===== config.mk =====
export PLATFORM = sky130hd
export DESIGN_NAME = keypad_scan_encoder
export DESIGN_NICKNAME = d
export VERILOG_FILES = /design/src/rtl/keypad_scan_encoder.sv
export SDC_FILE = /design/constraint.sdc
export NUM_CORES = 1
export LEC_CHECK = 0
export CAP_MARGIN = 25
export CORE_MARGIN = 1.5
export CORE_UTILIZATION = 30
export CTS_CLUSTER_SIZE = 28
export DETAILED_ROUTE_END_ITERATION = 8
export GPL_TIMING_DRIVEN = 0
export HOLD_SLACK_MARGIN = 0.15
export PLACE_DENSITY = 0.45
export SKIP_CTS_REPAIR_TIMING = 1
export SLEW_MARGIN = 15
export SYNTH_ARGS = -nofsm -noshare
export SYNTH_HDL_FRONTEND = slang
export SYNTH_SLANG_ARGS = --single-unit

===== constraint.sdc =====
create_clock -name CLK -period 5.09 [get_ports CLK]
set_input_delay 0.7635 -clock CLK [delete_from_list [all_inputs] [get_ports CLK]]
set_output_delay 0.7635 -clock CLK [all_outputs]
set_load 0.03 [all_outputs]

===== src/rtl/keypad_scan_encoder.sv =====
// -----------------------------------------------------------------------------
// keypad_scan_encoder
//
// Scans a 4x4 active-low matrix keypad and produces a debounced key code
// for the keypad capture logic downstream.
//
// The scan drives one row low at a time. Each row is held for SCAN_DIV
// cycles before its columns are sampled. When exactly one column reads low,
// the scan freezes on that row and the column pattern must stay stable for
// DEBOUNCE_CYC samples before the key is accepted. Only the captured column
// is watched while the key is held. Releasing the key must also stay stable
// for DEBOUNCE_CYC samples before E drops and scanning resumes. The code on
// A..D keeps the last accepted key after E falls.
//
// Ports:
//   CLK    in   system clock
//   RESET  in   synchronous, active-high reset
//   COL_N  in   [3:0] keypad columns, active-low, asynchronous to CLK
//   ROW_N  out  [3:0] row drive, active-low, exactly one bit low at a time
//   A..D   out  key code bits 0..3, code = 4*row + col
//   E      out  data available, high while a debounced key is held
// -----------------------------------------------------------------------------
module keypad_scan_encoder #(
    parameter int SCAN_DIV     = 1000,
    parameter int DEBOUNCE_CYC = 50000,
    parameter int CNT_W        = 20
) (
    input  logic       CLK,
    input  logic       RESET,
    input  logic [3:0] COL_N,
    output logic [3:0] ROW_N,
    output logic       A,
    output logic       B,
    output logic       C,
    output logic       D,
    output logic       E
);

    typedef enum logic [1:0] {
        SCAN     = 2'd0,
        DEBOUNCE = 2'd1,
        PRESSED  = 2'd2,
        RELEASE  = 2'd3
    } scanState_t;

    // Terminal counts for the shared counter.
    localparam logic [CNT_W-1:0] SCAN_LAST = CNT_W'(SCAN_DIV - 1);
    localparam logic [CNT_W-1:0] DEB_LAST  = CNT_W'(DEBOUNCE_CYC - 1);
    localparam logic [CNT_W-1:0] CNT_ONE   = CNT_W'(1);

    // -------------------------------------------------------------------------
    // Column synchronizer
    // -------------------------------------------------------------------------
    // Two flops per column. Every decision below reads colS only.
    logic [3:0] colMetaReg;
    logic [3:0] colS;

    always_ff @(posedge CLK) begin
        if (RESET) begin
            colMetaReg <= 4'b1111;
            colS       <= 4'b1111;
        end else begin
            colMetaReg <= COL_N;
            colS       <= colMetaReg;
        end
    end

    // Active-high view of the synchronized columns.
    logic [3:0] colLow;

    genvar gi;
    generate
        for (gi = 0; gi < 4; gi++) begin : gColLow
            assign colLow[gi] = ~colS[gi];
        end
    endgenerate

    // A key is only captured when exactly one column is low. With two or more
    // keys on the same row the column alone cannot identify one key, so that
    // row is skipped.
    logic       singleLow;
    logic [1:0] lowCol;

    always_comb begin
        singleLow = (colLow != 4'b0000) && ((colLow & (colLow - 4'b0001)) == 4'b0000);
        lowCol    = 2'd0;
        for (int i = 0; i < 4; i++) begin
            if (colLow[i]) begin
                lowCol = 2'(i);
            end
        end
    end

    // -------------------------------------------------------------------------
    // State registers
    // -------------------------------------------------------------------------
    scanState_t       stateReg,  stateNext;
    logic [1:0]       rowIdxReg, rowIdxNext;
    logic [CNT_W-1:0] cntReg,    cntNext;
    logic [3:0]       capPatReg, capPatNext;
    logic [1:0]       capColReg, capColNext;
    logic [3:0]       codeReg,   codeNext;
    logic             eReg,      eNext;
    logic [3:0]       rowNReg;
    logic [3:0]       rowNNext;

    // The row drive is registered. It is decoded from the next row index so
    // that it changes on the same edge as the index.
    generate
        for (gi = 0; gi < 4; gi++) begin : gRowDecode
            assign rowNNext[gi] = (rowIdxNext != 2'(gi));
        end
    endgenerate

    always_ff @(posedge CLK) begin
        if (RESET) begin
            stateReg  <= SCAN;
            rowIdxReg <= 2'd0;
            rowNReg   <= 4'b1110;
            cntReg    <= '0;
            capPatReg <= 4'b1111;
            capColReg <= 2'd0;
            codeReg   <= 4'd0;
            eReg      <= 1'b0;
        end else begin
            stateReg  <= stateNext;
            rowIdxReg <= rowIdxNext;
            rowNReg   <= rowNNext;
            cntReg    <= cntNext;
            capPatReg <= capPatNext;
            capColReg <= capColNext;
            codeReg   <= codeNext;
            eReg      <= eNext;
        end
    end

    // -------------------------------------------------------------------------
    // Next-state logic
    // -------------------------------------------------------------------------
    always_comb begin
        stateNext  = stateReg;
        rowIdxNext = rowIdxReg;
        cntNext    = cntReg;
        capPatNext = capPatReg;
        capColNext = capColReg;
        codeNext   = codeReg;
        eNext      = eReg;

        unique case (stateReg)
            SCAN: begin
                if (cntReg == SCAN_LAST) begin
                    cntNext = '0;
                    if (singleLow) begin
                        // Freeze on this row and remember the whole pattern.
                        // Debounce then requires all four columns to stay
                        // unchanged.
                        stateNext  = DEBOUNCE;
                        capPatNext = colS;
                        capColNext = lowCol;
                    end else begin
                        rowIdxNext = rowIdxReg + 2'd1;
                    end
                end else begin
                    cntNext = cntReg + CNT_ONE;
                end
            end

            DEBOUNCE: begin
                if (colS == capPatReg) begin
                    if (cntReg == DEB_LAST) begin
                        stateNext = PRESSED;
                        cntNext   = '0;
                        codeNext  = {rowIdxReg, capColReg};
                        eNext     = 1'b1;
                    end else begin
                        cntNext = cntReg + CNT_ONE;
                    end
                end else begin
                    // Bounce or glitch. Drop it and continue the scan.
                    stateNext  = SCAN;
                    cntNext    = '0;
                    rowIdxNext = rowIdxReg + 2'd1;
                end
            end

            PRESSED: begin
                // Only the captured column matters here. Other keys pressed
                // on the same row cannot disturb the held code.
                if (colS[capColReg]) begin
                    stateNext = RELEASE;
                    cntNext   = '0;
                end
            end

            RELEASE: begin
                if (colS[capColReg]) begin
                    if (cntReg == DEB_LAST) begin
                        stateNext  = SCAN;
                        cntNext    = '0;
                        eNext      = 1'b0;
                        rowIdxNext = rowIdxReg + 2'd1;
                    end else begin
                        cntNext = cntReg + CNT_ONE;
                    end
                end else begin
                    // The key came back before the release was confirmed.
                    stateNext = PRESSED;
                    cntNext   = '0;
                end
            end

            default: begin
                stateNext = SCAN;
                cntNext   = '0;
            end
        endcase
    end

    // -------------------------------------------------------------------------
    // Outputs (all driven directly from registers)
    // -------------------------------------------------------------------------
    assign ROW_N = rowNReg;
    assign A     = codeReg[0];
    assign B     = codeReg[1];
    assign C     = codeReg[2];
    assign D     = codeReg[3];
    assign E     = eReg;

endmodule


==> impl_results.md, run 1 <==
- First-pass GRT wire length: 7596 µm
- Slew at the pin closest to its max-slew limit: 0.5357 ns
- Ys Warns: 0
- Cell area after synthesis: 2178 µm²
- Overall die height: 88.21 µm
- Via count: 1669
- Crit share post-route: 48.33%
- Initial core utilization: 31.54%
- Crit path DAT: 2.65 ns
- Post-Syn Nets: 246
- Asr flop ratio synth: 0%
- Seq/Total Area, Yosys: 43.19%
- Number of flops mapped to enable cells by yosys: 0
- Cell taking the most area after synthesis: dfxtp_1
- Netlist cell types: 47
- Num CTS Buffers: 5
- Largest stage delay, worst path: 0.40 ns
- Clock Latency Late Sink: 0.30 ns
- Antenna fix cells: 0
- Top cells by count, synth: dfxtp_1, nor2_1, nand2_1
- Most frequent cell after synthesis: dfxtp_1
- CP max-delay cell: nor4_2
- Syn_area_per_cell: 9.114 µm²
- GRT Total Usage: 12.68%
- Fin cells: 357
- Leak Pwr: 0.9189 nW
- CTS tree: done
- I/O Buffers: 14
- Worst Min Path Start: colMetaReg[1]$_SDFF_PP1_
- Min Clock Period, post-route: 2.460 ns
- Cell Chain, Critical Path: ha_1 -> nor3b_2 -> nand4_1 -> nor4_2 -> o21ai_0 -> a31o_2 -> a211o_1
- Unrepaired setup endpoints after global routing: false
- Top Ports: 15
- Clock skew: 0.007076 ns
- Hold Crit Depth: 1
- Clock slew at reported path FFs: 0.09 ns
- Drt drc: 0
- Hold WC Path Type: register to register
- # setup viols final: 0
- Die Wd: 88.21 µm
- ANT nets after route: 0
- Critical Path Source Type: register
- Peak supply drop: 130.1 µV
- Sum Neg Setup Slack: 0 ns
- Endpoint class of the critical path: register
- Final WL: 4493 µm
- Standard-cell row count: 30
- Nets: 267
- Area grow syn2layout: 17.35%
- CP delay by family, top: simple AND/OR/NAND/NOR gates
- FF-to-FF End: ROW_N[3]$_SDFF_PP1_
- Buf/Inv on CP: 0
- Status: finished, final reports clean
- Vias in the first global route: 1593
- Clk sink count: 47
- Share of cells above drive strength 1: 13.79%
- Fin. Hold Viols: 0
- Initial antenna violation count: 0
- DRT Pass-1 Iters: 4
- Req. time, crit path: 5.28 ns
- Rel. slew slack: 64.09%
- Vias/cell: 4.675
- Largest net degree at the start of global routing: 15
- Placed Cells: 349
- Yosys top cell area share: 43.19%
- Die ar.: 7781 µm²
- Pins over their slew limit: 0
- Max Fanout on Critical Path: 7
- Gpl congestion: 0.7642
- RR Startpoint: cntReg[0]$_SDFFE_PP0P_
- Register bit total from synthesis: 47
- Area of the core: 6907 µm²
- Power per Cell Area: 275.6 nW/µm²
- Clock tree buffer depth: 2
- Reg2Reg Setup Slack: 2.63 ns
- Post-synth top flop: dfxtp_1
- Worst Hold Path EP: colS[1]$_SDFF_PP1_
- Mapped Cells: 239
- Top post-synthesis cells by area: dfxtp_1, xor2_1, nor2_1
- Worst R2R Path Depth: 7
- Detailed-placement wirelength estimate: 3265 µm
- Initial DRC count: 59
- WS Path Type: register to register
- Maxcap violations: 0
- H-tree depth: 2
- Gr ovfl total: 0
- Fmax: 0.4065 GHz
- WL/cell: 12.59 µm
- Clock Root Buffer: clkbuf_8
-- cell usage in the layout, fill, tap and decap left out, types with 6 or more instances in the layout --
master and instances:
or2_2 9, xnor2_1 9, nand4_1 9, nand2_1 17
clkbuf_8 6, clkdlybuf4s50_1 14, a21oi_1 7, nor3_1 6
dfxtp_1 47, nor2_1 33, inv_1 7, and3_1 8
nand3_1 6, mux2i_1 9, xor2_1 16
-- routing by layer --
layer  track usage, %  part of all wire [%]  up-vias
met4            3.835                  0.98        0
met5                0                     0        -
met2            21.51                    45       19
met1            16.01                    52      780
met3            2.985                   2.4        6
li1                 -                     -      864
-- through the flow --
stage | power, mW | hold WS (ns) | area, µm² | setup WS [ns] | util (%)
2_1_floorplan | 0.4116 | 0.3895 | 2178 | 3.034 | -
3_3_place_gp | 0.4252 | 0.3920 | 2439 | 2.653 | 35.31
3_5_place_dp | 0.4253 | 0.3940 | 2439 | 2.656 | 35.31
4_1_cts | 0.7143 | 0.4164 | 2556 | 2.635 | 37.01
5_1_grt | 0.7332 | 0.4267 | 2556 | 2.331 | 37.01
6_report | 0.7045 | 0.4149 | 2556 | 2.630 | 37.01
-- worst max-delay path by stage --
stage / startpoint / endpoint / slack [ns] / depth (start not counted)
after floorplan: cntReg[0]$_SDFFE_PP0P_ / ROW_N[2]$_SDFF_PP1_ / 3.03 / 7
after global placement: cntReg[0]$_SDFFE_PP0P_ / ROW_N[3]$_SDFF_PP1_ / 2.65 / 7
after detailed placement: cntReg[0]$_SDFFE_PP0P_ / cntReg[8]$_SDFFE_PP0P_ / 2.66 / 8
after CTS: cntReg[0]$_SDFFE_PP0P_ / cntReg[8]$_SDFFE_PP0P_ / 2.63 / 8
after global routing: cntReg[0]$_SDFFE_PP0P_ / ROW_N[1]$_SDFF_PP1_ / 2.33 / 7
final: cntReg[0]$_SDFFE_PP0P_ / ROW_N[3]$_SDFF_PP1_ / 2.63 / 7
-- registers in the layout (all words and copies together), names as in the netlist --
signal      flops
colS            4
codeReg         4
capPatReg       4
colMetaReg      4
capColReg       2
stateReg        2
E               1
ROW_N           4
cntReg         20
rowIdxReg       2
-- power breakdown --
part / internal (mW) / leakage, nW / switching, mW / total, mW
Clock: 0.159 / 0.0612 / 0.129 / 0.288
Combinational: 0.0175 / 0.476 / 0.0215 / 0.0389
Sequential: 0.373 / 0.381 / 0.00390 / 0.377
-- area by class of cell --
class | count | area (µm²)
timing repair buffer | 14 | 140.1
fill | 748 | 4350
sequential | 47 | 940.9
inverter | 7 | 26.28
clock inverter | 2 | 35.03
tap | 96 | 120.1
clock buffer | 6 | 82.58
multi-input combinational | 172 | 1141
buffer | 13 | 70.07
-- logic make-up (layout without fill, tap and decap cells) --
family          count (synthesis)  in the layout  share of synthesized area, %
simple gates                  109            109                         27.51
mux                            10             10                         5.170
flops                          47             47                         43.19
buf+inv                        20             42                         4.423
compound gates                 27             27                         9.076
xor+xnor                       25             25                         10.05
fa+ha+maj                       1              1                        0.5743
Power figures use the tool's default switching activity.
==> run 2, diff against run 1 <==
PLACE_DENSITY = 0.47   (was 0.45)
clock period = 2.2 ns   (was 5.09 ns; I/O delays follow)
==> run 2 against run 1 <==
Count of clock-buffer cells in the layout down 1. Cell area up 6.9%. Global-route usage up 0.13 points. Clock skew down 0.00084 ns. Combinational power rose to 3.0 times the previous value. Core utilization up 2.6 points. First-iteration DRC count up 29%. Register-to-register slack worse by 2.6 ns. Critical endpoint is now ROW_N[2]$_SDFF_PP1_.
==> impl_results.md, run 2 (synthesis results as in run 1) <==
- Total internal power: 1.149 mW (was 0.5498 mW)
- Most common cell after layout, fill and taps aside: dfxtp_1 (unchanged)
- Clock skew: 0.006237 ns (was 0.007076 ns)
- Fin cells: 364 (was 357)
- Finished Cell Area: 2733 µm² (was 2556 µm²)
- Vias in the first global route: 1644 (was 1593)
- H-tree depth: 2 (unchanged)
- Detailed-placement wirelength estimate: 3200 µm (was 3265 µm)
- Min Clock Period, post-route: 2.130 ns (was 2.460 ns)
- Hold WC Path Type: register to register (unchanged)
- Initial core utilization: 31.54% (unchanged)
- DRT Pass-1 Iters: 4 (unchanged)
- Gpl congestion: 0.7873 (was 0.7642)
- Leak Pwr: 0.9663 nW (was 0.9189 nW)
- # setup viols final: 0 (unchanged)
- Clock Root Buffer: clkbuf_8 (unchanged)
- Critical Path Source Type: register (unchanged)
- GRT Total Usage: 12.80% (was 12.68%)
- Number of flip-flops in the largest register: 20 (unchanged)
- Fillers: 734 (was 748)
- Initial DRC count: 76 (was 59)
- Vias/cell: 4.717 (was 4.675)
- Drt drc: 0 (unchanged)
- Endpoint class of the critical path: register (unchanged)
- Crit share post-route: 96.80% (was 48.33%)
- Setup ws final: 0.07043 ns (was 2.630 ns)
- Clk sink count: 47 (unchanged)
- Via count: 1717 (was 1669)
- CTS tree: done (unchanged)
- Initial antenna violation count: 0 (unchanged)
- Largest net degree at the start of global routing: 17 (was 15)
- Pre-CTS setup slack: -0.2294 ns (was 2.656 ns)
- WL/cell: 12.98 µm (was 12.59 µm)
- Logic pwr share: 7.5% (was 5.5%)
- Gr ovfl total: 0 (unchanged)
- Maxcap violations: 0 (unchanged)
- Area of the core: 6907 µm² (unchanged)
- Fmax: 0.4696 GHz (was 0.4065 GHz)
- Most flop-heavy register: cntReg (unchanged)
- Psw: 0.3903 mW (was 0.1547 mW)
- Switching portion of total power: 25.36% (was 21.96%)
- Area grow syn2layout: 25.45% (was 17.35%)
- Max Fanout on Critical Path: 8 (was 7)
- Reg power frac: 56.9% (was 53.5%)
- Power per Cell Area: 563.2 nW/µm² (was 275.6 nW/µm²)
- Overall die height: 88.21 µm (unchanged)
- Commonest cells after routing, fill and taps aside: dfxtp_1, nor2_1, nand2_1, xor2_1, clkdlybuf4s50_1 (was dfxtp_1, nor2_1, nand2_1)
- Die Wd: 88.21 µm (unchanged)
- Req. time, crit path: 2.40 ns (was 5.28 ns)
- Slew at the pin closest to its max-slew limit: 0.5761 ns (was 0.5357 ns)
- Pins over their slew limit: 0 (unchanged)
- Top Ports: 15 (unchanged)
- Die ar.: 7781 µm² (unchanged)
- Share of cells above drive strength 1: 22.01% (was 13.79%)
- Nets: 274 (was 267)
- ANT nets after route: 0 (unchanged)
- Final core occ: 39.57% (was 37.01%)
- Antenna fix cells: 0 (unchanged)
- Placed cell area: 2439 µm² (unchanged)
- Rel. slew slack: 61.19% (was 64.09%)
- Fin. Hold Viols: 0 (unchanged)
- Peak supply drop: 249.4 µV (was 130.1 µV)
- Crit path DAT: 2.33 ns (was 2.65 ns)
- Clock Latency Late Sink: 0.30 ns (about the same)
- Num CTS Buffers: 5 (unchanged)
- Final WL: 4725 µm (was 4493 µm)
- Status: finished, final reports clean (unchanged)
- WS Path Type: register to register (unchanged)
- Standard-cell row count: 30 (unchanged)
- Clock network fraction of total power: 35.6% (was 40.9%)
- First-pass GRT wire length: 7769 µm (was 7596 µm)
- I/O Buffers: 14 (unchanged)
- Placed Cells: 349 (unchanged)
- Clock tree buffer depth: 2 (unchanged)
- Clock slew at reported path FFs: 0.10 ns (was 0.09 ns)
run 2: metal layers:
| metal | up-vias | share of wire (%) | global-route usage, % |
|---|---|---|---|
| met2 | 19 | 46 | 21.10 |
| met3 | 6 | 2.8 | 3.265 |
| li1 | 884 | - | - |
| met1 | 808 | 51 | 16.44 |
| met5 | - | 0 | 0 |
| met4 | 0 | 0.87 | 4.119 |
run 2: final cells by class:
type | count | area [µm²] | share of cell area [%]
multi-input combinational | 172 | 1261 | 46.15
sequential | 47 | 949.7 | 34.75
timing repair buffer | 21 | 200.2 | 7.326
tap | 96 | 120.1 | 4.396
buffer | 13 | 82.58 | 3.022
clock buffer | 5 | 68.82 | 2.518
inverter | 7 | 26.28 | 0.9615
clock inverter | 3 | 23.77 | 0.8700
run 2: final timing paths:
check | cells after the start | end | from | slack, ns
setup reg to reg | 6 | ROW_N[2]$_SDFF_PP1_ | colS[2]$_SDFF_PP1_ | 0.07
hold / removal | 1 | colS[2]$_SDFF_PP1_ | colMetaReg[2]$_SDFF_PP1_ | 0.42
setup / recovery | 6 | ROW_N[2]$_SDFF_PP1_ | colS[2]$_SDFF_PP1_ | 0.07
hold reg to reg | 1 | colS[2]$_SDFF_PP1_ | colMetaReg[2]$_SDFF_PP1_ | 0.42
run 2: power groups by stage:
stage | clock network (mW) | registers (mW) | logic [mW]
6_report | 0.548 | 0.875 | 0.116
5_1_grt | 0.602 | 0.877 | 0.127
4_1_cts | 0.574 | 0.873 | 0.0917
3_5_place_dp | 0 | 0.893 | 0.0916
3_3_place_gp | 0 | 0.893 | 0.0912
2_1_floorplan | 0 | 0.894 | 0.0582
run 2: critical path, stage by stage, from the launching register on:
cell,delay [ns]
dfxtp_1,0.32
buf_6,0.13
mux4_2,0.56
a41oi_4,0.25
a211oi_1,0.08
or3_4,0.43
a211o_1,0.26
run 2: metrics by stage:
stage / total power, mW / hold WS [ns] / TNS (ns)
2_1_floorplan: 0.9523 / 0.3895 / 0
3_5_place_dp: 0.9847 / 0.3936 / -6.617
5_1_grt: 1.607 / 0.4328 / -0.2010
4_1_cts: 1.539 / 0.4179 / -7.107
6_report: 1.539 / 0.4157 / 0
3_3_place_gp: 0.9842 / 0.3922 / -7.143
